==> config.mk <==
export PLATFORM = sky130hd
export DESIGN_NAME = ccff_chain_loader
export DESIGN_NICKNAME = d
export VERILOG_FILES = /design/src/rtl/ccff_chain_loader.sv
export SDC_FILE = /design/constraint.sdc
export NUM_CORES = 1
export LEC_CHECK = 0
export ABC_AREA = 1
export BUFFER_PORTS_ARGS = -buffer_cell sky130_fd_sc_hd__buf_4
export CAP_MARGIN = 20
export CORE_MARGIN = 1
export CORE_UTILIZATION = 50
export DETAILED_ROUTE_END_ITERATION = 16
export PLACE_DENSITY = 0.71
export SLEW_MARGIN = 20
export SYNTH_ARGS = -nofsm -noshare
export SYNTH_HDL_FRONTEND = slang
export SYNTH_SLANG_ARGS = --single-unit
export TNS_END_PERCENT = 1
==> constraint.sdc <==
create_clock -name prog_clk -period 2.3 [get_ports prog_clk]
set_input_delay 0.69 -clock prog_clk [delete_from_list [all_inputs] [get_ports prog_clk]]
set_output_delay 0.69 -clock prog_clk [all_outputs]
set_load 0.03 [all_outputs]
==> src/rtl/ccff_chain_loader.sv <==
`default_nettype none
// ============================================================================
// Module   : ccff_chain_loader
// Purpose  : Configuration-chain sequencer for the IO tile column. Flushes
//            the ccff_head -> ccff_tail scan chain and probes its length.
//            It then serialises a word-wide bitstream into the chain, MSB
//            first. IO_ISOL_N is held low until the load has completed and
//            been verified.
// Ports    : prog_clk      - single clock for controller and chain
//            pReset_n      - asynchronous active-low reset
//            start         - one-cycle pulse starting a load (ignored if busy)
//            cfg_data      - bitstream word, MSB shifted first
//            cfg_valid     - word valid (handshake with cfg_ready)
//            cfg_ready     - loader can take a word this cycle
//            ccff_head     - registered serial data into the chain
//            ccff_shift_en - registered shift enable for the chain clock gate
//            ccff_tail     - output of the last chain flip-flop
//            IO_ISOL_N     - IO isolation, 0 = isolated
//            busy/done/err - status flags
// Revision : 1.0 - initial release
// ============================================================================
module ccff_chain_loader #(
    parameter int CHAIN_LEN = 128,
    parameter int WORD_W    = 8,
    parameter int ISOL_DLY  = 4
) (
    input  logic              prog_clk,
    input  logic              pReset_n,
    input  logic              start,
    input  logic [WORD_W-1:0] cfg_data,
    input  logic              cfg_valid,
    output logic              cfg_ready,
    output logic              ccff_head,
    output logic              ccff_shift_en,
    input  logic              ccff_tail,
    output logic              IO_ISOL_N,
    output logic              busy,
    output logic              done,
    output logic              err
);

    localparam int c_CNT_W  = $clog2(CHAIN_LEN + 1);
    localparam int c_NWORDS = (CHAIN_LEN + WORD_W - 1) / WORD_W;
    localparam int c_WCNT_W = $clog2(c_NWORDS + 1);
    localparam int c_BIT_W  = $clog2(WORD_W + 1);
    localparam int c_DLY_W  = $clog2(ISOL_DLY + 1);

    localparam logic [c_CNT_W-1:0]  c_LEN   = c_CNT_W'(CHAIN_LEN);
    localparam logic [c_CNT_W-1:0]  c_ONE   = c_CNT_W'(1);
    localparam logic [c_WCNT_W-1:0] c_WORDS = c_WCNT_W'(c_NWORDS);
    localparam logic [c_DLY_W-1:0]  c_DLY   = c_DLY_W'(ISOL_DLY);
    localparam logic [c_BIT_W-1:0]  c_WREST = c_BIT_W'(WORD_W - 1);

    typedef enum logic [2:0] {
        S_IDLE   = 3'd0,
        S_FLUSH  = 3'd1,
        S_PROBE  = 3'd2,
        S_LOAD   = 3'd3,
        S_SETTLE = 3'd4,
        S_DONE   = 3'd5,
        S_ERROR  = 3'd6
    } state_t;

    state_t              r_state;
    logic [c_CNT_W-1:0]  r_cnt;      // shifts issued in the current phase
    logic [c_DLY_W-1:0]  r_dly;      // settle cycle index
    logic [c_WCNT_W-1:0] r_words;    // words accepted in this load
    logic [c_BIT_W-1:0]  r_bits;     // bits of the current word still to be placed on head
    logic [WORD_W-1:0]   r_sr;       // remaining bits, next one at the MSB
    logic                r_head;
    logic                r_shift_en;
    logic                r_isol_n;
    logic                r_busy;
    logic                r_done;
    logic                r_err;

    // The word buffer is empty once its last bit has been moved onto head,
    // so a new word can be taken in the very cycle that last bit shifts and
    // the next MSB follows without a bubble.
    assign cfg_ready = (r_state == S_LOAD) && (r_words != c_WORDS) && (r_bits == '0);

    assign ccff_head     = r_head;
    assign ccff_shift_en = r_shift_en;
    assign IO_ISOL_N     = r_isol_n;
    assign busy          = r_busy;
    assign done          = r_done;
    assign err           = r_err;

    always_ff @(posedge prog_clk or negedge pReset_n) begin
        if (!pReset_n) begin
            r_state    <= S_IDLE;
            r_cnt      <= '0;
            r_dly      <= '0;
            r_words    <= '0;
            r_bits     <= '0;
            r_sr       <= '0;
            r_head     <= 1'b0;
            r_shift_en <= 1'b0;
            r_isol_n   <= 1'b0;
            r_busy     <= 1'b0;
            r_done     <= 1'b0;
            r_err      <= 1'b0;
        end else begin
            case (r_state)
                S_IDLE, S_DONE, S_ERROR: begin
                    if (start) begin
                        // First flush shift is issued straight away.
                        r_state    <= S_FLUSH;
                        r_cnt      <= c_ONE;
                        r_head     <= 1'b0;
                        r_shift_en <= 1'b1;
                        r_isol_n   <= 1'b0;
                        r_busy     <= 1'b1;
                        r_done     <= 1'b0;
                        r_err      <= 1'b0;
                        r_words    <= '0;
                        r_bits     <= '0;
                    end
                end

                S_FLUSH: begin
                    if (r_cnt == c_LEN) begin
                        r_state <= S_PROBE;
                        r_head  <= 1'b1;     // the single marker bit
                        r_cnt   <= c_ONE;
                    end else begin
                        r_cnt <= r_cnt + 1'b1;
                    end
                end

                S_PROBE: begin
                    if (r_shift_en) begin
                        // Tail now reflects probe shift r_cnt-1, which must be 0.
                        if ((r_cnt != c_ONE) && ccff_tail) begin
                            r_state    <= S_ERROR;
                            r_shift_en <= 1'b0;
                            r_err      <= 1'b1;
                            r_busy     <= 1'b0;
                        end else if (r_cnt == c_LEN) begin
                            r_shift_en <= 1'b0;
                        end else begin
                            r_head <= 1'b0;
                            r_cnt  <= r_cnt + 1'b1;
                        end
                    end else begin
                        // One cycle after the final probe shift: marker must be at the tail.
                        if (ccff_tail) begin
                            r_state <= S_LOAD;
                            r_cnt   <= '0;
                        end else begin
                            r_state <= S_ERROR;
                            r_err   <= 1'b1;
                            r_busy  <= 1'b0;
                        end
                    end
                end

                S_LOAD: begin
                    if (r_cnt == c_LEN) begin
                        // Leftover low-order bits of a partial final word are dropped.
                        r_state    <= S_SETTLE;
                        r_shift_en <= 1'b0;
                        r_dly      <= c_DLY_W'(1);
                    end else if (r_bits != '0) begin
                        r_head     <= r_sr[WORD_W-1];
                        r_sr       <= r_sr << 1;
                        r_bits     <= r_bits - 1'b1;
                        r_shift_en <= 1'b1;
                        r_cnt      <= r_cnt + 1'b1;
                    end else if (cfg_valid && cfg_ready) begin
                        r_head     <= cfg_data[WORD_W-1];
                        r_sr       <= cfg_data << 1;
                        r_bits     <= c_WREST;
                        r_words    <= r_words + 1'b1;
                        r_shift_en <= 1'b1;
                        r_cnt      <= r_cnt + 1'b1;
                    end else begin
                        // Stall: head keeps its value, chain clock gated off.
                        r_shift_en <= 1'b0;
                    end
                end

                S_SETTLE: begin
                    if (r_dly == c_DLY) begin
                        r_state  <= S_DONE;
                        r_isol_n <= 1'b1;
                        r_done   <= 1'b1;
                        r_busy   <= 1'b0;
                    end else begin
                        r_dly <= r_dly + 1'b1;
                    end
                end

                default: begin
                    r_state <= S_IDLE;
                end
            endcase
        end
    end

endmodule
`default_nettype wire

# After elaboration in Yosys (flattened, before gate mapping)
# Index checks and enable logic that the tools add are counted.
# op_classes
n_addsub	4
mul	0
div_mod_pow	0
n_lt_le_gt_ge	0
n_eq_ne	27
n_shift	0
n_mux	61
bitwise_logic	1
reduce_logical	27
# op_table
operator	count
$mux 8	11
$pmux 8 s4	1
$mux 3	9
$mux 1	23
$mux 5	4
$ne 2x2->1 const B	9
$mux 4	4
$ne 3x3->1 const B	5
$pmux 3 s5	1
$reduce_and 5->1	3
$eq 3x3->1 const B	4
$pmux 5 s2	1
$reduce_bool 2->1	5
$reduce_and 3->1	3
$add 8x1->8 const B	1
$eq 8x8->1 const B	1
$ne 8x1->1 const B	1
$pmux 4 s2	1
$reduce_and 4->1	2
$reduce_and 8->1	1
$reduce_bool 4->1	2
$reduce_and 7->1	1
$eq 3x2->1 const B	2
$pmux 1 s3	2
17 further kinds	23
# totals
regBits	36
latch_bits	0
ram_bits	0
rom_bits	0
out_inout_bits	7
wordCells	131
mem_count	0

# Depth between registers and ports, before layout
# Gate-level depths: netlist (run 1).
# depth
word_depth	8
mapped_depth	12

# Worst setup path after synthesis (run 1)
# No wires, ideal clock.
# synth_timing
path_type	register to output
startpoint	register r_bits[0]
endpoint	output port cfg_ready
t_arrival_ns	1.239
path_slack_ns	0.371
path_stages_with_launch	5
n_path_buf	0
path_cell_list	dfrtp_1 > inv_1 > ha_1 > nand2_1 > nor3_2
# synth_between
elab_chain_cells	2
# synth_lines
item	line_no	text
start, declared	68	logic [c_BIT_W-1:0] r_bits;
start signal, assigned	167	r_bits <= r_bits - 1'b1;
start signal, assigned	173	r_bits <= c_WREST;
$logic_not 4->1	80	assign cfg_ready = (r_state == S_LOAD) && (r_words != c_WORDS) && (r_bits == '0);
$logic_and 1x1->1	80	
end, declared	32	output logic cfg_ready,
# No other way between the ends.

# Worst setup path in the final report (run 1)
# layout_timing
startpoint	register r_state[1]
endpoint	output port cfg_ready
# layout_between
elab_chain_cells	3
# layout_lines
item	line_no	text
start, declared	64	state_t r_state;
start signal, assigned	91	r_state <= S_IDLE;
start signal, assigned	108	r_state <= S_FLUSH;
start signal, assigned	123	r_state <= S_PROBE;
$eq 3x2->1	80	
$logic_and 1x1->1 (2 in series)	80	
# No other way between the ends.

==> impl_metrics.tcl, run 1 <==
set metrics [dict create \
    outcome "finished, final reports clean" \
    cts_buffer_depth 2 \
    nFillCells 461 \
    synth.avg_cell_area_um2 6.81 \
    slowest_delay_ps 550 \
    cp_cell_sequence "nand3_4, nor3_2, buf_4" \
    pre_cts_ws_ps 358 \
    die-area_um2 5160 \
    antennaDiodeCount 0 \
    port_buffers 19 \
    holdWs_ps 339 \
    fin_skew_ps 8.68 \
    grt.overflow.total 0 \
    drv_slew 0 \
    async_reset_ff_frac 1.00 \
    cp_num_buf_inv 1 \
    static-leakage-power_nw 1.47 \
    critPathSlowestCell "dfrtp_1" \
    grt_pass1_vias 2080 \
    final_nets 401 \
    coreArea_um2 4690 \
    synth_flop_cell "dfrtp_1" \
    synth_top_area_share 0.359 \
    synth_most_common_cell "nand2_1" \
    power_density_nw_per_um2 1320 \
    dp_hpwl_um 3960 \
    synth_seq_cells 35 \
    drc 0 \
    startpoint_type "register" \
    viasPerCell 5.26 \
    synth-seq-area-share 0.359 \
    crit_family "flip-flops" \
    initial_core_util 0.520 \
    drtIter0Drc 146 \
    grt_pass1_wl_um 9250 \
    cp_max_fo 10 \
    synth_warnings 0 \
    synth_top_area_cell "dfrtp_1" \
    clk_pin_slew_ps 80 \
    max_freq_ghz 0.451 \
    cts.sinks 35 \
    drive_above_1_share 0.150 \
    final_antenna_net_count 0 \
    hold_viol 0 \
    fin_cells 434 \
    clockRootBuffer "clkbuf_8" \
    setup_ws_ps 80.7 \
    clock_latency_ps 290 \
    synthesis.instances 358 \
    worstMarginPinSlew_ps 521 \
    die_w_um 71.8 \
    r2r-start "r_bits[0]" \
    finalSetupViolCount 0 \
    track_usage 0.230 \
    syn_area_um2 2440 \
    hold_buffers 0 \
    r2r_end "r_sr[6]" \
    maxSlewHeadroom 0.650 \
    cts_tree "done" \
    period_needed_ps 2220 \
    period_share 0.965 \
    gp_congestion 0.890 \
    yosys-top-cells-area "dfrtp_1 (36%), nand2_1 (20%), inv_1 (6.5%)" \
    rsz0062_at_grt "no" \
    h-tree-depth 2 \
    r2r_cells 7 \
    wirelength_um 5380 \
    synth-edff-count 0 \
    wire_per_inst_um 12.4 \
    cts-buffers-inserted 5 \
    boundaryPins 20 \
    syn-num-nets 380 \
    grt_start_max_net_pins 36 \
    antenna_found_initial 0 \
    drv_cap 0 \
    setup_tns_ps 0 \
    ys_types 31 \
    via_count 2283 \
    cp.arrival_ps 1530 \
    hold_class "primary input to async pin" \
    criticalPathCategory "register to output pin" \
    rows 25 \
    rrSetupSlack_ps 410 \
    ir_drop_mv 0.924 \
    die_y_um 71.8 \
    worstSetupEndpointType "output pin" \
    critPathRequiredTime_ps 1610 \
    dr.pass1.iters 4 \
    placed_cells 425 \
    area_growth_pct 12.0 \
    synthTopCellsByCount "nand2_1 (130), inv_1 (42), dfrtp_1 (35)" \
]
## timing repair
item                       4_1_cts  5_1_grt
setup endpoints to repair        0        1
gates resized for setup          0        1
buffers inserted                 0        1
## where the power goes
group | internal (mW) | switching [mW]
registers | 0.822 | 0.196
logic | 0.655 | 1.36
clock network | 0.351 | 0.235
## sequential cells by signal (all words and copies together) (netlist names)
register,flops
err,1
ccff_shift_en,1
r_sr,7
r_words,5
r_state,3
r_cnt,8
r_bits,4
done,1
busy,1
ccff_head,1
r_dly,3
## worst max-delay path by stage
stage,from,end,slack [ps],cells past startpoint
2_1_floorplan,r_bits[0],cfg_ready,370,4
6_report,r_state[1],cfg_ready,80,3
3_3_place_gp,r_bits[0],cfg_ready,400,5
3_5_place_dp,r_bits[0],cfg_ready,360,5
4_1_cts,r_bits[0],cfg_ready,40,5
5_1_grt,r_bits[0],cfg_ready,20,5
## kinds of logic (layout without fill, tap and decap cells)
kind of cell | after synthesis | in the layout | synth area share
fa+ha+maj | 9 | 9 | 0.0493
flops | 35 | 35 | 0.359
simple gates | 217 | 217 | 0.394
xor+xnor | 3 | 3 | 0.0108
compound gates | 39 | 39 | 0.0934
buf+inv | 55 | 77 | 0.0934
## area by class of cell
cell class,instances,area (um2),share of cell area
multi-input combinational,268,1340,0.489
sequential,35,877,0.321
inverter,49,184,0.0673
timing repair buffer,20,150,0.0550
clock buffer,6,82.6,0.0302
tap,54,67.6,0.0247
clock inverter,2,35.0,0.0128
## routing by layer
metal,vias up,wire [um],track usage
li1,1177,-,-
met1,1050,2620,0.315
met2,46,2480,0.366
met3,10,202,0.0450
met4,0,82,0.0763
met5,-,0,0
## cell usage in the layout (no fill, tap or decap)
cell / n
nand2_1: 130
inv_1: 42
dfrtp_1: 34
nor2_1: 32
nand3_1: 30
buf_4: 20
o21ai_0: 14
o21ai_1: 8
ha_1: 8
inv_2: 7
a21oi_1: 7
nand2_2: 6
nand4_1: 6
clkbuf_8: 6
nor2_2: 3
nand3_2: 3
o21ai_2: 3
xnor2_1: 3
nand3_4: 2
nand3b_1: 2
o211ai_1: 2
nor3_2: 1
a21boi_2: 1
a21oi_2: 1
o22ai_1: 1
a22oi_1: 1
nor2_4: 1
nor3b_1: 1
a21o_1: 1
fa_1: 1
bufinv_16: 1
clkinv_2: 1
dfrtp_2: 1
## through the flow
step	cell area (um2)	power [mW]	util
after floorplan	2440	2.57	-
after global placement	2610	3.00	0.555
after detailed placement	2610	3.03	0.555
after CTS	2720	3.63	0.580
after global routing	2730	3.96	0.582
final	2730	3.62	0.582
Note: power is estimated with default switching activity, not from simulation.
==> run 2, diff against run 1 <==
- ABC_AREA: 1 -> default
- HOLD_SLACK_MARGIN: default -> 0.08
==> run 2 against run 1 <==
The run now ends with setup timing left. Sequential power is essentially flat. Cell count shrank 20%. Worst setup slack lost 260 ps. Clock power shrank 13%. Global-route usage grew 0.91 points. Core utilization grew 6.4 points. Die area shrank 6.3%. Largest cell class unchanged. Power shrank 4.9%. Non-clock buffer count grew 31. Register-to-register slack lost 590 ps. Synthesized cell count shrank 30%.
==> impl_metrics.tcl, run 2 <==
set metrics [dict create \
    grt_pass1_vias 1977 \
    setup_ws_ps -179 \
    hold_viol 0 \
    synth_top_area_cell "dfrtp_1" \
    criticalPathCategory "register to register" \
    initial_core_util 0.524 \
    async_reset_ff_frac 1.00 \
    die_y_um 69.5 \
    clockRootBuffer "clkbuf_8" \
    grt_pass1_wl_um 9140 \
    nFillCells 374 \
    wire_per_inst_um 15.0 \
    cp.arrival_ps 2660 \
    power_density_nw_per_um2 1220 \
    top_register "r_cnt" \
    finalSetupViolCount 9 \
    reg_top3 "r_cnt: 8 flops, r_sr: 7 flops, r_words: 5 flops" \
    rsz0062_at_grt "yes" \
    drv_slew 0 \
    viasPerCell 5.95 \
    synthAdderAreaFrac 0.0527 \
    cp_common_cell "mux2_4" \
    coreArea_um2 4350 \
    cp_num_buf_inv 1 \
    synth_top_family_by_area "compound AO/OA/AOI/OAI gates" \
    worstMarginPinSlew_ps 527 \
    grt.overflow.total 0 \
    boundaryPins 20 \
    rows 24 \
    drv_cap 0 \
    dp_hpwl_um 3880 \
    cp_max_fo 8 \
    synth_top_area_share 0.384 \
    final_antenna_net_count 0 \
    track_usage 0.239 \
    synth_compound_area_frac 0.232 \
    static-leakage-power_nw 1.24 \
    antenna_found_initial 0 \
    synthTopCellsByCount "dfrtp_1 (35), a21oi_1 (23), nand2_1 (19)" \
    synth.avg_cell_area_um2 9.08 \
    yosys-top-cells-area "dfrtp_1 (38%), a21oi_1 (5.0%), ha_1 (4.4%)" \
    drive_above_1_share 0.274 \
    outcome "complete, but fails checks" \
    placed_cells 338 \
    cp_cell_sequence "inv_4, fa_1, mux2_4, mux2_4, a221o_1, or2_4, o32a_1" \
    drtIter0Drc 156 \
    final_nets 317 \
    antennaDiodeCount 0 \
    max_freq_ghz 0.403 \
    worstSetupEndpointType "register" \
    final_common_cell "buf_4" \
    slowest_delay_ps 490 \
    grt_start_max_net_pins 36 \
    holdWs_ps 334 \
    ir_drop_mv 0.607 \
    h-tree-depth 2 \
    port_buffers 19 \
    fin_skew_ps 11.8 \
    hold_buffers 0 \
    clk_pin_slew_ps 80 \
    syn-num-nets 273 \
    synth_flop_cell "dfrtp_1" \
    via_count 2070 \
    synth-simple-area-share 0.215 \
    dr.pass1.iters 4 \
    hold_class "primary input to async pin" \
    synthMuxAreaShare 0.0543 \
    synth-edff-count 0 \
    violations "setup timing" \
    gp_congestion 0.876 \
    cts-buffers-inserted 5 \
    r2r-start "r_state[1]" \
    crit_family "compound AO/OA/AOI/OAI gates" \
    largest_reg_flops 8 \
    synth_seq_cells 35 \
    die-area_um2 4830 \
    cts.sinks 35 \
    critPathRequiredTime_ps 2480 \
    clock_latency_ps 300 \
    fin_cells 348 \
    syn_area_um2 2280 \
    die_w_um 69.5 \
    ys_types 59 \
    synth_warnings 0 \
    cts_buffer_depth 2 \
    maxSlewHeadroom 0.648 \
    startpoint "r_state[1]" \
    startpoint_type "register" \
    synthesis.instances 251 \
    synth_most_common_cell "dfrtp_1" \
    period_share 1.08 \
    critPathSlowestCell "fa_1" \
    wirelength_um 5220 \
    drc 0 \
    layout_common_cells "buf_4 (49), dfrtp_1 (35), a21oi_1 (23)" \
    area_growth_pct 23.3 \
    cts_tree "done" \
    synth_xor_area_frac 0.00768 \
    period_needed_ps 2480 \
    synth-seq-area-share 0.384 \
]
==> run 2: cell types whose count changed in the layout (fill, tap and decap cells not counted), sizes merged, moves of 10 or more <==
cell | previous run | this run
nand3 | 35 | 9
nor3 | 1 | 11
inv | 49 | 13
nor2 | 36 | 15
nand2 | 136 | 19
buf | 20 | 51
a21oi | 8 | 23
==> run 2: cells by family (layout without fill, tap and decap cells) <==
group,after synthesis,in the layout
muxes,12,12
adders and majority gates,9,9
and+or+nand+nor,89,89
xor gates and xnor gates,2,2
DFF,35,35
buffers and inverters,27,72
AOI/OAI and AO/OA,77,77
==> run 2: path summary, 6_finish.rpt <==
check / end / slack (ps) / depth (start not counted)
min reg2reg: busy / 500 / 1
max: r_cnt[0] / -180 / 7
max reg2reg: r_cnt[0] / -180 / 7
min: r_bits[0] / 330 / 1
max in group asynchronous: done / 1640 / 1
min in group prog_clk: busy / 500 / 1
==> run 2: per-stage QoR <==
step	power (mW)	utilization	setup WS [ps]	area (um2)	setup TNS, ps
floorplan	2.27	-	-282	2330	-2050
global placement	2.81	0.616	-258	2680	-1660
detailed placement	2.86	0.616	-342	2680	-2150
CTS	3.44	0.645	-190	2810	-1070
global route	3.71	0.646	-310	2810	-2190
finish	3.44	0.646	-179	2810	-1000
==> run 2: worst reg2reg max path, delay by kind of cell (launching register included) <==
family / cells / cell delay (ps)
buffers and inverters: 1 / 50
adders and majority gates: 1 / 490
and+or+nand+nor: 1 / 300
muxes: 2 / 520
DFF: 1 / 380
AOI/OAI and AO/OA: 2 / 640
==> run 2: area by class of cell <==
cell class	instances	area (um2)	area share
timing repair buffer	51	384	0.137
clock buffer	7	96.3	0.0343
inverter	13	56.3	0.0200
tap	52	65.1	0.0231
sequential	35	876	0.312
multi-input combinational	189	1330	0.472
clock inverter	1	7.51	0.00267
==> run 2: timing repair <==
item	4_1_cts	5_1_grt
setup buffers	1	0
endpoints found under the setup margin	9	16
cloned	1	0
gates resized for setup	3	2
pin swaps	8	0
==> run 2: where the power goes <==
part	total (mW)	internal [mW]	switching, mW
clock network	0.508	0.272	0.235
registers	1.02	0.852	0.167
logic	1.91	0.896	1.02
==> run 2: metal layers <==
metal	wire (um)	GRT usage	up-vias	share of wire
li1	-	-	1011	-
met1	2400	0.319	1008	0.46
met2	2520	0.382	41	0.48
met3	203	0.0581	10	0.039
met4	97	0.0771	0	0.019
met5	0	0	-	0
